File: src/rtl/operand_fetch.sv
// Operand-fetch stage: reads both GPR operands with write-back bypass, tracks in-flight
// destination writes in a pending scoreboard and stalls RAW/WAW hazards against them.
module operand_fetch #(
    parameter int unsigned DATA_W  = 16,
    parameter int unsigned RADDR_W = 3,
    parameter int unsigned OPC_W   = 4,
    parameter int unsigned STALL_W = 16
) (
    input  logic               clk,
    input  logic               rst_n,
    input  logic               in_valid,
    output logic               in_ready,
    input  logic [OPC_W-1:0]   in_opcode,
    input  logic               in_wr,
    input  logic [RADDR_W-1:0] in_dest,
    input  logic [RADDR_W-1:0] in_src1,
    input  logic [RADDR_W-1:0] in_src2,
    output logic [RADDR_W-1:0] rf_read_addr_1,
    output logic [RADDR_W-1:0] rf_read_addr_2,
    input  logic [DATA_W-1:0]  rf_read_data_1,
    input  logic [DATA_W-1:0]  rf_read_data_2,
    input  logic               wb_en,
    input  logic [RADDR_W-1:0] wb_dest,
    input  logic [DATA_W-1:0]  wb_data,
    output logic               out_valid,
    input  logic               out_ready,
    output logic [OPC_W-1:0]   out_opcode,
    output logic               out_wr,
    output logic [RADDR_W-1:0] out_dest,
    output logic [DATA_W-1:0]  out_op_a,
    output logic [DATA_W-1:0]  out_op_b,
    output logic [STALL_W-1:0] stall_cycles,
    output logic               sb_err
);
    localparam int unsigned NumRegs = 1 << RADDR_W;

    logic [NumRegs-1:0] pending_q, pending_d;
    logic               out_valid_q, out_valid_d;
    logic [OPC_W-1:0]   opcode_q, opcode_d;
    logic               wr_q, wr_d;
    logic [RADDR_W-1:0] dest_q, dest_d;
    logic [DATA_W-1:0]  op_a_q, op_a_d;
    logic [DATA_W-1:0]  op_b_q, op_b_d;
    logic [STALL_W-1:0] stall_q, stall_d;
    logic               sb_err_q, sb_err_d;

    logic byp_src1, byp_src2, byp_dest;
    logic hazard, accept;

    assign rf_read_addr_1 = in_src1;
    assign rf_read_addr_2 = in_src2;

    always_comb begin
        byp_src1 = wb_en && (wb_dest == in_src1);
        byp_src2 = wb_en && (wb_dest == in_src2);
        byp_dest = wb_en && (wb_dest == in_dest);
        // A write-back landing this cycle resolves the hazard it would otherwise raise.
        hazard   = (pending_q[in_src1] && !byp_src1)
                || (pending_q[in_src2] && !byp_src2)
                || (in_wr && pending_q[in_dest] && !byp_dest);
        in_ready = (!out_valid_q || out_ready) && !hazard;
        accept   = in_valid && in_ready;
    end

    always_comb begin
        pending_d = pending_q;
        if (wb_en) begin
            pending_d[wb_dest] = 1'b0;
        end
        // Set after clear so a same-register set wins.
        if (accept && in_wr) begin
            pending_d[in_dest] = 1'b1;
        end

        sb_err_d = sb_err_q || (wb_en && !pending_q[wb_dest]);

        stall_d = stall_q;
        if (in_valid && hazard && (stall_q != {STALL_W{1'b1}})) begin
            stall_d = stall_q + STALL_W'(1);
        end

        out_valid_d = out_valid_q;
        opcode_d    = opcode_q;
        wr_d        = wr_q;
        dest_d      = dest_q;
        op_a_d      = op_a_q;
        op_b_d      = op_b_q;
        if (accept) begin
            out_valid_d = 1'b1;
            opcode_d    = in_opcode;
            wr_d        = in_wr;
            dest_d      = in_dest;
            op_a_d      = byp_src1 ? wb_data : rf_read_data_1;
            op_b_d      = byp_src2 ? wb_data : rf_read_data_2;
        end else if (out_ready) begin
            out_valid_d = 1'b0;
        end
    end

    always_ff @(posedge clk or negedge rst_n) begin
        if (!rst_n) begin
            pending_q   <= '0;
            out_valid_q <= 1'b0;
            opcode_q    <= '0;
            wr_q        <= 1'b0;
            dest_q      <= '0;
            op_a_q      <= '0;
            op_b_q      <= '0;
            stall_q     <= '0;
            sb_err_q    <= 1'b0;
        end else begin
            pending_q   <= pending_d;
            out_valid_q <= out_valid_d;
            opcode_q    <= opcode_d;
            wr_q        <= wr_d;
            dest_q      <= dest_d;
            op_a_q      <= op_a_d;
            op_b_q      <= op_b_d;
            stall_q     <= stall_d;
            sb_err_q    <= sb_err_d;
        end
    end

    assign out_valid    = out_valid_q;
    assign out_opcode   = opcode_q;
    assign out_wr       = wr_q;
    assign out_dest     = dest_q;
    assign out_op_a     = op_a_q;
    assign out_op_b     = op_b_q;
    assign stall_cycles = stall_q;
    assign sb_err       = sb_err_q;

endmodule

File: config.mk
export PLATFORM = sky130hd
export DESIGN_NAME = operand_fetch
export DESIGN_NICKNAME = d
export VERILOG_FILES = /design/src/rtl/operand_fetch.sv
export SDC_FILE = /design/constraint.sdc
export NUM_CORES = 1
export LEC_CHECK = 0
export CAP_MARGIN = 30
export CORE_MARGIN = 4
export CORE_UTILIZATION = 49
export CTS_BUF_LIST = sky130_fd_sc_hd__clkbuf_4
export CTS_CLUSTER_SIZE = 28
export DETAILED_ROUTE_END_ITERATION = 7
export GPL_TIMING_DRIVEN = 0
export PLACE_DENSITY_LB_ADDON = 0.15
export SETUP_SLACK_MARGIN = 0.4
export SLEW_MARGIN = 20
export SYNTH_ARGS = -nofsm -noshare
export SYNTH_HDL_FRONTEND = slang
export SYNTH_SLANG_ARGS = --single-unit
File: constraint.sdc
create_clock -name clk -period 6.5 [get_ports clk]
set_input_delay 0.65 -clock clk [delete_from_list [all_inputs] [get_ports clk]]
set_output_delay 0.65 -clock clk [all_outputs]
set_load 0.05 [all_outputs]
==> impl_metrics.toml <==
[outcome]
outcome = "finished clean"

[global_route]
first_global_vias = 3088
grt_use_total_pct = 23.7
grt_max_degree = 51
antenna_found_initial = 0
grt_pass1_wl_mm = 15.8
overflow = 0

[power_and_ir_drop]
pwr-share-comb_pct = 58.9
finalPower_uw = 2130
cellPowerDensity_nw_per_um2 = 427
power_switching_share_pct = 49.3
p_switching_uw = 1050
p_leak_uw = 0.00220
pwr-share-clk_pct = 9.9
peakVddDrop_mv = 0.336
sequentialPowerShare_pct = 31.2
internal_power_uw = 1080

[timing]
period_needed_ns = 4.55
grt_setup_unrepaired = "no"
final-setup-viol-count = 0
clock_skew_ns = 0.0156
tns_ns = 0
period_share_pct = 69.9
tightest_slew_ns = 0.835
slew_violations = 0
max_freq_ghz = 0.220
layout_setup_ws_ns = 1.95
whs_ns = 0.0907
slew_headroom_pct = 44.4
hold_viol_final = 0

[routing]
drt-initial-drc-count = 112
vias_per_cell = 5.38
wl_per_cell_um = 17.2
first_pass_iters = 4
num_vias = 3010
drtAntennaViolNets = 0
drc = 0
totalWireLength_mm = 9.65

[die]
design.core.area_sq_um = 6830
core.rowCount = 30
ios = 135
initial_core_util_pct = 50.9
die_w_um = 92.2
die_area_sq_um = 8510
die_h_um = 92.2

[cells_and_area]
insertedDiodeCount = 0
nNetsFinal = 532
syn_to_final_growth_pct = 43.6
layoutNonFillerInstCount = 560
final_layout_size_suffix_gt1_share_pct = 11.6

[placed_design]
pre_cts_ws_ns = 1.95
dp_hpwl_mm = 7.26
place_inst = 546
io_buffer_count = 128
globalplace.congestion = 0.830

[synth]
syn_avg_cell_area_sq_um = 10.8
ys_top_cells_by_area = "dfrtp_1 47%, mux2i_1 10%, xnor2_1 5.5%, a21oi_1 4.7%, mux2_2 4.2%"
yosysUniqueCellTypes = 37
synthCells = 321
synth_area_sq_um = 3480
synth_area_leader_cell = "dfrtp_1"
ys.warnings.count = 0
seq_area_frac_synth_pct = 47.5
synth_top_area_share_pct = 47.5
ys_ff_latch = 66
synth_nets = 392

[clock_network]
insertion_delay_ns = 0.41
cts_max_path_buffers = 2
ctsResizeCount = 0
cts_hold_buf = 0
postCtsSetupBuffers = 0
clkTransAtPathRegs_ns = 0.11
htree_levels = 3
cts_tree = "built"
numCtsBuffers = 9
numClockSinks = 66
cts_root_buf = "clkbuf_4"

[worst_hold_path]
hp-class = "input port to asynchronous set/reset pin"

[setup_path]
cp-end-kind = "primary output"
crit_path_start_kind = "input port"
path_class = "input port to primary output"
cp.required_ns = 5.85
cp_max_fo = 10
cp.arrival_ns = 3.90

[run]
max_cap_violations = 0
==> power by group through the flow <==
stage	combinational [uW]	sequential [uW]	clock, uW
after global routing	1320	687	237
after floorplan	333	1150	0
after CTS	1270	664	217
after detailed placement	1260	673	0
final	1260	665	211
after global placement	1240	664	0
==> sequential cells by signal, summed over array words and instances, names as in the netlist <==
name and count:
out_op_a 16, stall_cycles 16, out_wr 1, out_dest 3, pending_q 8, out_opcode 4, out_valid 1, sb_err 1
out_op_b 16
==> layout by cell type, fill, tap and decap left out, types with 2 or more instances in the layout <==
master             n
a21oi_1           33
and3_1             6
and4_1             2
buf_2              7
buf_4             11
clkbuf_1           7
clkbuf_4           9
clkdlybuf4s50_1  127
clkinv_1           3
dfrtp_1           66
inv_1              2
mux2_1             5
mux2_2            13
mux2i_1           35
mux4_2             4
nand2_1           10
nand2b_1           8
nand3_1            7
nand4_1           14
nor2_1            36
nor3_1             2
o21ai_0            6
o31ai_1            8
o41ai_2            2
xnor2_1           22
xor2_1             2
==> critical path, cell delays in order <==
cell and delay (ns):
clkdlybuf4s50_1 0.62, mux2_2 0.38, mux4_2 0.45, a22o_1 0.28
a31o_2 0.29, clkbuf_1 0.25, nor2b_1 0.17, clkdlybuf4s50_1 0.81
==> area by class of cell <==
class / instances / area (sq um)
Buffer: 25 / 141
Clock buffer: 9 / 67.6
Clock inverter: 5 / 23.8
Fill cell: 540 / 1840
Inverter: 2 / 7.51
Multi-Input combinational cell: 228 / 1680
Sequential cell: 66 / 1650
Tap cell: 96 / 120
Timing Repair Buffer: 129 / 1310
==> cells in the mapped netlist (all sizes together) <==
| cell type | instances |
|---|---|
| or2 | 2 |
| a22o | 1 |
| nor2b | 1 |
| a311oi | 1 |
| nand3 | 7 |
| and3 | 6 |
| and4 | 2 |
| o32a | 1 |
| o41ai | 2 |
| a21o | 1 |
| xor2 | 2 |
| dfrtp | 66 |
| a21oi | 33 |
| nor2 | 36 |
| a31o | 1 |
| clkbuf | 8 |
| o31ai | 8 |
| or4b | 1 |
| nand2b | 8 |
| nor3 | 2 |
| mux4 | 4 |
| xnor2 | 22 |
| o211ai | 1 |
| nand4 | 14 |
| nand2 | 10 |
| mux2 | 18 |
| buf | 17 |
| inv | 2 |
| o21ai | 6 |
| mux2i | 35 |
| nand3b | 1 |
| nor3b | 1 |
| ha | 1 |
==> cell families after synthesis <==
group | share of synthesized area [%]
xor+xnor | 6.05
mux | 18.5
compound gates | 10.3
fa+ha+maj | 0.360
simple gates | 13.1
flops | 47.5
buf+inv | 4.28
==> worst paths after layout <==
check	endpoint	slack, ns	start	depth (start not counted)
setup / recovery	in_ready	1.95	in_src2[0]	8
hold / removal	stall_cycles[11]$_DFFE_PN0P_	0.09	rst_n	1
max in group asynchronous	out_op_b[15]$_DFFE_PN0P_	5.88	rst_n	2
hold reg to reg	sb_err$_DFF_PN0_	0.47	sb_err$_DFF_PN0_	1
min in group clk	sb_err$_DFF_PN0_	0.47	sb_err$_DFF_PN0_	1
setup reg to reg	out_opcode[2]$_DFFE_PN0P_	3.78	pending_q[7]$_DFF_PN0_	6
==> through the flow <==
stage	util, %	area [sq um]
floorplan	-	3480
global placement	71.4	4880
detailed placement	71.8	4900
CTS	73.1	4990
global route	73.1	4990
finish	73.1	4990
==> routing by layer <==
layer / up-vias / part of all wire (%) / global-route usage [%] / wire [um]
li1: 1427 / - / - / -
met1: 1463 / 42 / 30.9 / 4060
met2: 104 / 50 / 38.2 / 4800
met3: 16 / 6.2 / 5.50 / 600
met4: 0 / 1.9 / 9.16 / 182
met5: - / 0 / 0 / 0
Power figures use the tool's default switching activity.
